<file path="src/rtl/tdm_demux_pkg.sv">
// Shared definitions for the TDM receive demultiplexer: default geometry,
// FSM state encodings and a constant-foldable clog2 helper.
package tdm_demux_pkg;

  localparam int DEF_CHANNELS = 2;
  localparam int DEF_WIDTH    = 8;

  localparam logic [0:0] ST_HUNT = 1'b0;
  localparam logic [0:0] ST_RECV = 1'b1;

  // Returns at least 1 so counters never collapse to zero width.
  function automatic int clog2(input int n);
    int r;
    r = 32'sd0;
    while ((32'sd1 <<< r) < n) begin
      r = r + 32'sd1;
    end
    if (r < 32'sd1) begin
      r = 32'sd1;
    end
    return r;
  endfunction

endpackage

</file>
<file path="src/rtl/tdm_slot_shifter.sv">
// Serial-to-parallel slot assembler: WIDTH-bit shift register and bit counter.
// A clear beat restarts the slot with the current bit as bit 0.
module tdm_slot_shifter
  import tdm_demux_pkg::*;
#(
  parameter int WIDTH = DEF_WIDTH
) (
  input  logic                       clk,
  input  logic                       rst_n,
  input  logic                       shift_en,
  input  logic                       clear,
  input  logic                       din,
  output logic [WIDTH-1:0]           word,
  output logic [clog2(WIDTH)-1:0]    bit_cnt,
  output logic                       slot_done
);

  localparam int BIT_W = clog2(WIDTH);
  localparam logic [BIT_W-1:0] BIT_LAST = BIT_W'(WIDTH - 1);
  localparam logic [BIT_W-1:0] BIT_ONE  = BIT_W'(1'b1);

  logic [WIDTH-1:0] sr_r;
  logic [BIT_W-1:0] bit_cnt_r;
  logic [BIT_W-1:0] bit_cnt_nxt_s;

  // Next bit position: clear restarts at 1 because the clearing bit is itself bit 0.
  always_comb begin
    bit_cnt_nxt_s = bit_cnt_r;
    if (clear) begin
      bit_cnt_nxt_s = BIT_ONE;
    end else if (bit_cnt_r == BIT_LAST) begin
      bit_cnt_nxt_s = '0;
    end else begin
      bit_cnt_nxt_s = bit_cnt_r + BIT_ONE;
    end
  end

  // Shift register and bit counter advance only on accepted beats.
  always_ff @(posedge clk or negedge rst_n) begin
    if (!rst_n) begin
      sr_r      <= '0;
      bit_cnt_r <= '0;
    end else if (shift_en) begin
      sr_r      <= {sr_r[WIDTH-2:0], din};
      bit_cnt_r <= bit_cnt_nxt_s;
    end else begin
      sr_r      <= sr_r;
      bit_cnt_r <= bit_cnt_r;
    end
  end

  assign word      = {sr_r[WIDTH-2:0], din};
  assign bit_cnt   = bit_cnt_r;
  assign slot_done = shift_en & ~clear & (bit_cnt_r == BIT_LAST);

endmodule

</file>
<file path="src/rtl/tdm_demux.sv">
// Time-division demultiplexer: assembles CHANNELS serial slots per frame and
// steers each completed slot to its own output register with a valid strobe.
module tdm_demux
  import tdm_demux_pkg::*;
#(
  parameter int CHANNELS = DEF_CHANNELS,
  parameter int WIDTH    = DEF_WIDTH
) (
  input  logic                        clk,
  input  logic                        rst_n,
  input  logic                        din,
  input  logic                        din_valid,
  input  logic                        frame_sync,
  output logic [CHANNELS*WIDTH-1:0]   ch_data,
  output logic [CHANNELS-1:0]         ch_valid,
  output logic                        frame_done,
  output logic                        sync_err,
  output logic                        busy
);

  localparam int SLOT_W = clog2(CHANNELS);
  localparam int BIT_W  = clog2(WIDTH);
  localparam logic [SLOT_W-1:0] SLOT_LAST = SLOT_W'(CHANNELS - 1);
  localparam logic [SLOT_W-1:0] SLOT_ONE  = SLOT_W'(1'b1);

  logic [0:0]                state_r;
  logic [0:0]                state_nxt_s;
  logic [SLOT_W-1:0]         slot_cnt_r;
  logic [SLOT_W-1:0]         slot_cnt_nxt_s;
  logic [CHANNELS*WIDTH-1:0] ch_data_r;
  logic [CHANNELS-1:0]       ch_valid_r;
  logic [CHANNELS-1:0]       valid_nxt_s;
  logic                      frame_done_r;
  logic                      sync_err_r;
  logic                      busy_r;

  logic                      sync_beat_s;
  logic                      shift_en_s;
  logic                      slot_done_s;
  logic                      frame_end_s;
  logic                      err_s;
  logic [WIDTH-1:0]          word_s;
  logic [BIT_W-1:0]          bit_cnt_s;

  // In HUNT only a sync beat is accepted; everything else is dropped.
  assign sync_beat_s = din_valid & frame_sync;
  assign shift_en_s  = din_valid & ((state_r == ST_RECV) | frame_sync);
  assign frame_end_s = slot_done_s & (slot_cnt_r == SLOT_LAST);
  assign err_s       = sync_beat_s & (state_r == ST_RECV) &
                       ((bit_cnt_s != '0) | (slot_cnt_r != '0));

  tdm_slot_shifter #(
    .WIDTH (WIDTH)
  ) u_shifter (
    .clk       (clk),
    .rst_n     (rst_n),
    .shift_en  (shift_en_s),
    .clear     (sync_beat_s),
    .din       (din),
    .word      (word_s),
    .bit_cnt   (bit_cnt_s),
    .slot_done (slot_done_s)
  );

  // Frame FSM: enter RECV on sync, fall back to HUNT after the last slot.
  always_comb begin
    state_nxt_s = state_r;
    case (state_r)
      ST_HUNT: begin
        if (sync_beat_s) begin
          state_nxt_s = ST_RECV;
        end else begin
          state_nxt_s = ST_HUNT;
        end
      end
      ST_RECV: begin
        if (frame_end_s) begin
          state_nxt_s = ST_HUNT;
        end else begin
          state_nxt_s = ST_RECV;
        end
      end
      default: state_nxt_s = ST_HUNT;
    endcase
  end

  // Slot index: any sync beat restarts the frame at slot 0.
  always_comb begin
    slot_cnt_nxt_s = slot_cnt_r;
    if (sync_beat_s) begin
      slot_cnt_nxt_s = '0;
    end else if (frame_end_s) begin
      slot_cnt_nxt_s = '0;
    end else if (slot_done_s) begin
      slot_cnt_nxt_s = slot_cnt_r + SLOT_ONE;
    end else begin
      slot_cnt_nxt_s = slot_cnt_r;
    end
  end

  // One-hot strobe for the slot completing on this beat.
  always_comb begin
    valid_nxt_s = '0;
    for (int k = 0; k < CHANNELS; k++) begin
      if (slot_done_s && (slot_cnt_r == SLOT_W'(k))) begin
        valid_nxt_s[k] = 1'b1;
      end else begin
        valid_nxt_s[k] = 1'b0;
      end
    end
  end

  // Control state and single-cycle status pulses.
  always_ff @(posedge clk or negedge rst_n) begin
    if (!rst_n) begin
      state_r      <= ST_HUNT;
      slot_cnt_r   <= '0;
      ch_valid_r   <= '0;
      frame_done_r <= 1'b0;
      sync_err_r   <= 1'b0;
      busy_r       <= 1'b0;
    end else begin
      state_r      <= state_nxt_s;
      slot_cnt_r   <= slot_cnt_nxt_s;
      ch_valid_r   <= valid_nxt_s;
      frame_done_r <= frame_end_s;
      sync_err_r   <= err_s;
      busy_r       <= (state_nxt_s == ST_RECV);
    end
  end

  // Completed slot lands in its own slice; other slices hold.
  always_ff @(posedge clk or negedge rst_n) begin
    if (!rst_n) begin
      ch_data_r <= '0;
    end else begin
      for (int k = 0; k < CHANNELS; k++) begin
        if (valid_nxt_s[k]) begin
          ch_data_r[k*WIDTH +: WIDTH] <= word_s;
        end else begin
          ch_data_r[k*WIDTH +: WIDTH] <= ch_data_r[k*WIDTH +: WIDTH];
        end
      end
    end
  end

  assign ch_data    = ch_data_r;
  assign ch_valid   = ch_valid_r;
  assign frame_done = frame_done_r;
  assign sync_err   = sync_err_r;
  assign busy       = busy_r;

endmodule

</file>
<file path="config.mk">
export PLATFORM = sky130hd
export DESIGN_NAME = tdm_demux
export DESIGN_NICKNAME = d
export VERILOG_FILES = /design/src/rtl/tdm_demux_pkg.sv /design/src/rtl/tdm_slot_shifter.sv /design/src/rtl/tdm_demux.sv
export SDC_FILE = /design/constraint.sdc
export NUM_CORES = 1
export LEC_CHECK = 0
export ABC_CLOCK_PERIOD_IN_PS = 2100
export BUFFER_PORTS_ARGS = -buffer_cell sky130_fd_sc_hd__buf_2
export CAP_MARGIN = 20
export CORE_ASPECT_RATIO = 1.1
export CORE_MARGIN = 5
export CORE_UTILIZATION = 45
export DETAILED_ROUTE_END_ITERATION = 8
export PLACE_DENSITY_LB_ADDON = 0.25
export SYNTH_ARGS = -nofsm -noshare
export SYNTH_HDL_FRONTEND = slang
export SYNTH_SLANG_ARGS = --single-unit
</file>
<file path="constraint.sdc">
create_clock -name clk -period 2.1 [get_ports clk]
set_input_delay 0.105 -clock clk [delete_from_list [all_inputs] [get_ports clk]]
set_output_delay 0.105 -clock clk [all_outputs]
set_load 0.05 [all_outputs]
</file>
---- Word level (Yosys, flattened, before mapping) ----
Index checks and enable logic that the tools add are counted.
word-level totals
  input bits .............................. 5
  output and inout bits ................... 21
  bits in registers ....................... 32
  bits in read-only memories .............. 0
  RAM bits ................................ 0
  bits in latches ......................... 0
  memories ................................ 0
cells by class
  bitwise gates (word level) .............. 12
  add/sub/neg operators ................... 2
  multiply operators ...................... 0
  reductions and logical operators ........ 4
  $lt $le $gt $ge ......................... 0
  shift-type cells ........................ 0
  eq/ne operators ......................... 1
  div/mod/pow operators ................... 0
  mux-type cells .......................... 10
operators with widths
  kind                                                            count
  1-bit AND                                                       7
  1-bit 2-to-1 mux                                                7
  3-bit 2-to-1 mux                                                2
  3-bit nonzero test                                              2
  3-bit by 1-bit adder with 3-bit output (second input constant)  1
  3-bit equality test (second input constant)                     1
  1-bit NOT                                                       3
  1-bit logical AND                                               2
  1-bit OR                                                        2
  1-bit one-hot mux with 2 select lines                           1
  1-bit adder (second input constant)                             1

---- Logic depth before layout (Yosys ltp) ----
  depth after elaboration ................. 7
  depth in mapped cells ................... 5
  depth with buffers taken out ............ 5

---- Hierarchy ----
Synthesis repeated with hierarchy kept, for this count alone.
second synthesis, totals
  cells, all modules ...................... 80
  area, all modules ....................... 1,228.7 um2
by module, submodules not included
  module            times used  area an instance (um2)  cells an instance  seq. area each (um2)
  tdm_demux         1           783.3                   49                 525.5
  tdm_slot_shifter  1           445.4                   31                 250.2

---- Worst setup path before layout ----
Ideal clock, no wire load.
  path type ............................... register to register
  start point ............................. register, netlist name busy
  end point ............................... register ch_data_r[0], in the netlist ch_data[0]
  arrival time ............................ 1.648 ns
  clock period less this slack ............ 1.773 ns
  data required time ...................... 1.975 ns
  setup slack ............................. 0.327 ns
  stages on the path, launching flop included .. 6
  cell sequence ........................... dfrtp_1 -> buf_4 -> nand2_4 -> nor4b_2 -> buf_4 -> mux2_2
RTL lines
  element                          RTL line          text
  to (signal, indexed assignment)  tdm_demux.sv:139  ch_data_r[k*WIDTH +: WIDTH] <= word_s;
  to (signal, indexed assignment)  tdm_demux.sv:141  ch_data_r[k*WIDTH +: WIDTH] <= ch_data_r[k*WIDTH +: WIDTH];
  to (decl)                        tdm_demux.sv:30   logic [CHANNELS*WIDTH-1:0] ch_data_r;

---- Worst setup path after layout ----
  start point ............................. register u_shifter.bit_cnt_r[0], in the netlist u_shifter.bit_cnt[0]
  end point ............................... register ch_data_r[9], in the netlist ch_data[9]
on the way
  longest elaborated chain between the ends .. 4
RTL lines
  element                 RTL line                text
  from (decl)             tdm_slot_shifter.sv:23  logic [BIT_W-1:0] bit_cnt_r;
  from (signal assigned)  tdm_slot_shifter.sv:45  bit_cnt_r <= bit_cnt_nxt_s;
  from (signal assigned)  tdm_slot_shifter.sv:48  bit_cnt_r <= bit_cnt_r;
  3-bit equality test     tdm_slot_shifter.sv:54  assign slot_done = shift_en & ~clear & (bit_cnt_r == BIT_LAST);
  1-bit AND               tdm_slot_shifter.sv:54
  1-bit logical AND       tdm_demux.sv:105        if (slot_done_s && (slot_cnt_r == SLOT_W'(k))) begin
  1-bit 2-to-1 mux        tdm_demux.sv:105
No other way between the ends.
A chain may end at the register's enable or synchronous reset.

==> impl_metrics.env <==
export IMPL_areaGrowthSynthToFinish_pct=16.2
export IMPL_cts_setup_buffers=0
export IMPL_slowest_stage="nor3_4"
export IMPL_cts_buffer_depth=2
export IMPL_fin_ws_ps=352
export IMPL_cts_root_buffer="clkbuf_4"
export IMPL_synth_top_area_frac=0.607
export IMPL_criticalPathCategory="flop to flop"
export IMPL_cp_cell_sequence="ha_1 > ha_1 > nand2_1 > nor3_4 > mux2_2"
export IMPL_swShare=0.330
export IMPL_grt_max_degree=32
export IMPL_crit_fanout=10
export IMPL_cp_required_ps=2320
export IMPL_clkPwrFrac=0.233
export IMPL_n_fill_cell=261
export IMPL_cp_slowest_stage_delay_ps=400
export IMPL_period_needed_ps=1750
export IMPL_gp_congestion=0.717
export IMPL_via_per_inst=5.22
export IMPL_synthCells=88
export IMPL_htree_levels=2
export IMPL_fin_nets=126
export IMPL_clk_latency_ps=330
export IMPL_grt_busiest_layer="met2"
export IMPL_multi_input_area_um2=455
export IMPL_drive_above_1_share=0.504
export IMPL_use_met2=0.205
export IMPL_cts_resized=0
export IMPL_slew_viol_final=0
export IMPL_comb_power_share=0.229
export IMPL_synth_nets=96
export IMPL_power_frac_seq=0.538
export IMPL_switchingPower_mw=0.452
export IMPL_fin_crit_sh=0.832
export IMPL_regArea_um2=776
export IMPL_synth_area_leaders="dfrtp_1 61%, mux2_2 20%, ha_1 2.9%, buf_4 2.4%, nand2_1 1.5%"
export IMPL_die_h_um=65.9
export IMPL_path_common_cell="ha_1"
export IMPL_rows=20
export IMPL_tns_ps=0
export IMPL_dp_slack_ps=346
export IMPL_dr_pass1_iters=2
export IMPL_ant_nets=0
export IMPL_yosys_warnings=0
export IMPL_syn_area_um2=1280
export IMPL_io_pins=26
export IMPL_path_delay_family="simple AND/OR/NAND/NOR gates"
export IMPL_peakVddDrop_mv=0.541
export IMPL_grt_pass1_wl_mm=3.94
export IMPL_max_slew_margin=0.547
export IMPL_grt_setup_unrepaired="no"
export IMPL_antennaDiodeCount=0
export IMPL_ys_ff_latch=31
export IMPL_hold_violations=0
export IMPL_p_per_area_nw_per_um2=924
export IMPL_cp_end_kind="flop"
export IMPL_grt_overflow_total=0
export IMPL_die_area_um2=4010
export IMPL_drt_initial_drc_count=19
export IMPL_drc_errors=0
export IMPL_io_buffers=25
export IMPL_cts_buffers=5
export IMPL_die_width_um=60.8
export IMPL_drv_cap=0
export IMPL_grt_pass1_vias=861
export IMPL_cellLeakagePower_nw=0.793
export IMPL_use_met1=0.163
export IMPL_setup_violations=0
export IMPL_synth_top_cell_by_area="dfrtp_1"
export IMPL_status="completed"
export IMPL_core_area_um2=2750
export IMPL_cts_tree="built"
export IMPL_arrival_ps=1970
export IMPL_vias=793
export IMPL_initial_core_util=0.464
export IMPL_path_clk_slew_ps=90
export IMPL_track_usage=0.138
export IMPL_cp_start_kind="flop"
export IMPL_finalClockSkew_ps=2.73
export IMPL_routed_wl_mm=2.14
export IMPL_ys_seq_area_frac=0.607
export IMPL_use_met3=0.0410
export IMPL_antenna_found_initial=0
export IMPL_critPathBufInv=0
export IMPL_ys_types=20
export IMPL_hp_class="input pin to flop"
export IMPL_clock_fmax_mhz=572
export IMPL_worstMarginPinSlew_ps=680
export IMPL_routedWlPerCell_um=14.1
export IMPL_hpwlAfterDp_mm=1.53
export IMPL_p_int_mw=0.918
export IMPL_syn_avg_cell_area_um2=14.5
export IMPL_clock_sinks=31
[flip-flops by register name, summed over array words and instances, names as in the netlist]
register / flops
ch_data: 16
ch_valid: 2
sync_err: 1
u_shifter.sr_r: 7
slot_cnt_r: 1
u_shifter.bit_cnt: 3
busy: 1
[timing repair]
action                     CTS  global route
hold endpoints to repair    31             0
setup endpoints to repair    0             0
hold buffers                 1             0
[power groups by stage]
stage	sequential [mW]	combinational (mW)	clock, mW
6_report	0.737	0.314	0.320
5_1_grt	0.751	0.342	0.373
4_1_cts	0.739	0.320	0.341
3_5_place_dp	0.750	0.317	0
3_3_place_gp	0.748	0.310	0
2_1_floorplan	0.866	0.115	0
[worst reg2reg max path, cell delays in order, from the launching register on]
cell and delay, ps:
dfrtp_1 390, ha_1 160, ha_1 200, nand2_1 100
nor3_4 400, mux2_2 390
[layout make-up]
cell class	count	share of cell area
flip-flops and latches	31	0.523
multi-input cells	49	0.307
repair buffers	28	0.101
clock buffers	7	0.0304
well taps	33	0.0278
inverters	3	0.00759
clock inverters	1	0.00337
[synthesized netlist by cell type]
library cell / number
nor3_4: 1
o21ai_2: 1
ha_1: 3
o21ai_0: 1
nor3b_1: 1
buf_2: 1
buf_4: 4
nand3_1: 3
nor2_1: 1
o21a_1: 2
o22ai_1: 2
a21o_1: 2
mux2_2: 23
dfrtp_1: 31
nand2_1: 5
mux2i_1: 1
inv_1: 3
a21oi_1: 1
nor4b_2: 1
nand2_4: 1
[metrics by stage]
stage,hold WS [ps],instances,total power [mW],instance area (µm²),utilization
6_report,37.5,152,1.37,1480,0.539
5_1_grt,28.7,152,1.47,1480,0.539
4_1_cts,19.4,152,1.40,1480,0.539
3_5_place_dp,181,143,1.07,1420,0.517
3_3_place_gp,177,143,1.06,1420,0.517
2_1_floorplan,-191,88,0.981,1280,-
[placed cells by master (no fill, tap or decap)]
cell	instances
o21a_1	2
nand2_4	1
clkbuf_1	2
a21oi_1	1
mux2_2	23
nor3b_1	1
clkinv_2	1
nand2_1	5
o21ai_0	1
buf_4	2
mux2i_1	1
o21ai_2	1
buf_2	25
nor2_1	1
nor3_4	1
dlygate4sd3_1	1
nand3_1	3
a21o_1	2
dfrtp_1	31
ha_1	3
clkbuf_4	5
nor4b_2	1
o22ai_1	2
inv_1	3
[cell families (layout without fill, tap and decap cells)]
| family | Yosys count | count (layout) | synth area share |
|---|---|---|---|
| buffers and inverters | 8 | 39 | 0.0362 |
| AOI/OAI and AO/OA | 9 | 9 | 0.0480 |
| and+or+nand+nor | 13 | 13 | 0.0686 |
| muxes | 24 | 24 | 0.211 |
| adders and majority gates | 3 | 3 | 0.0294 |
| DFF | 31 | 31 | 0.607 |
[per-layer routing]
| layer | vias to the layer above | routed length, µm |
|---|---|---|
| li1 | 371 | - |
| met1 | 395 | 874 |
| met2 | 20 | 1080 |
| met3 | 7 | 116 |
| met4 | 0 | 77 |
| met5 | - | 0 |
[worst paths after layout]
kind	endpoint	slack, ps	depth (start not counted)	startpoint
setup / recovery	ch_data[9]	350	5	u_shifter.bit_cnt[0]
hold / removal	ch_data[0]	40	2	din
setup reg to reg	ch_data[9]	350	5	u_shifter.bit_cnt[0]
hold reg to reg	ch_data[1]	510	1	ch_data[1]
max in group asynchronous	busy	1310	2	rst_n
min in group asynchronous	ch_data[15]	350	2	rst_n
Note: power is estimated with default switching activity, not from simulation.
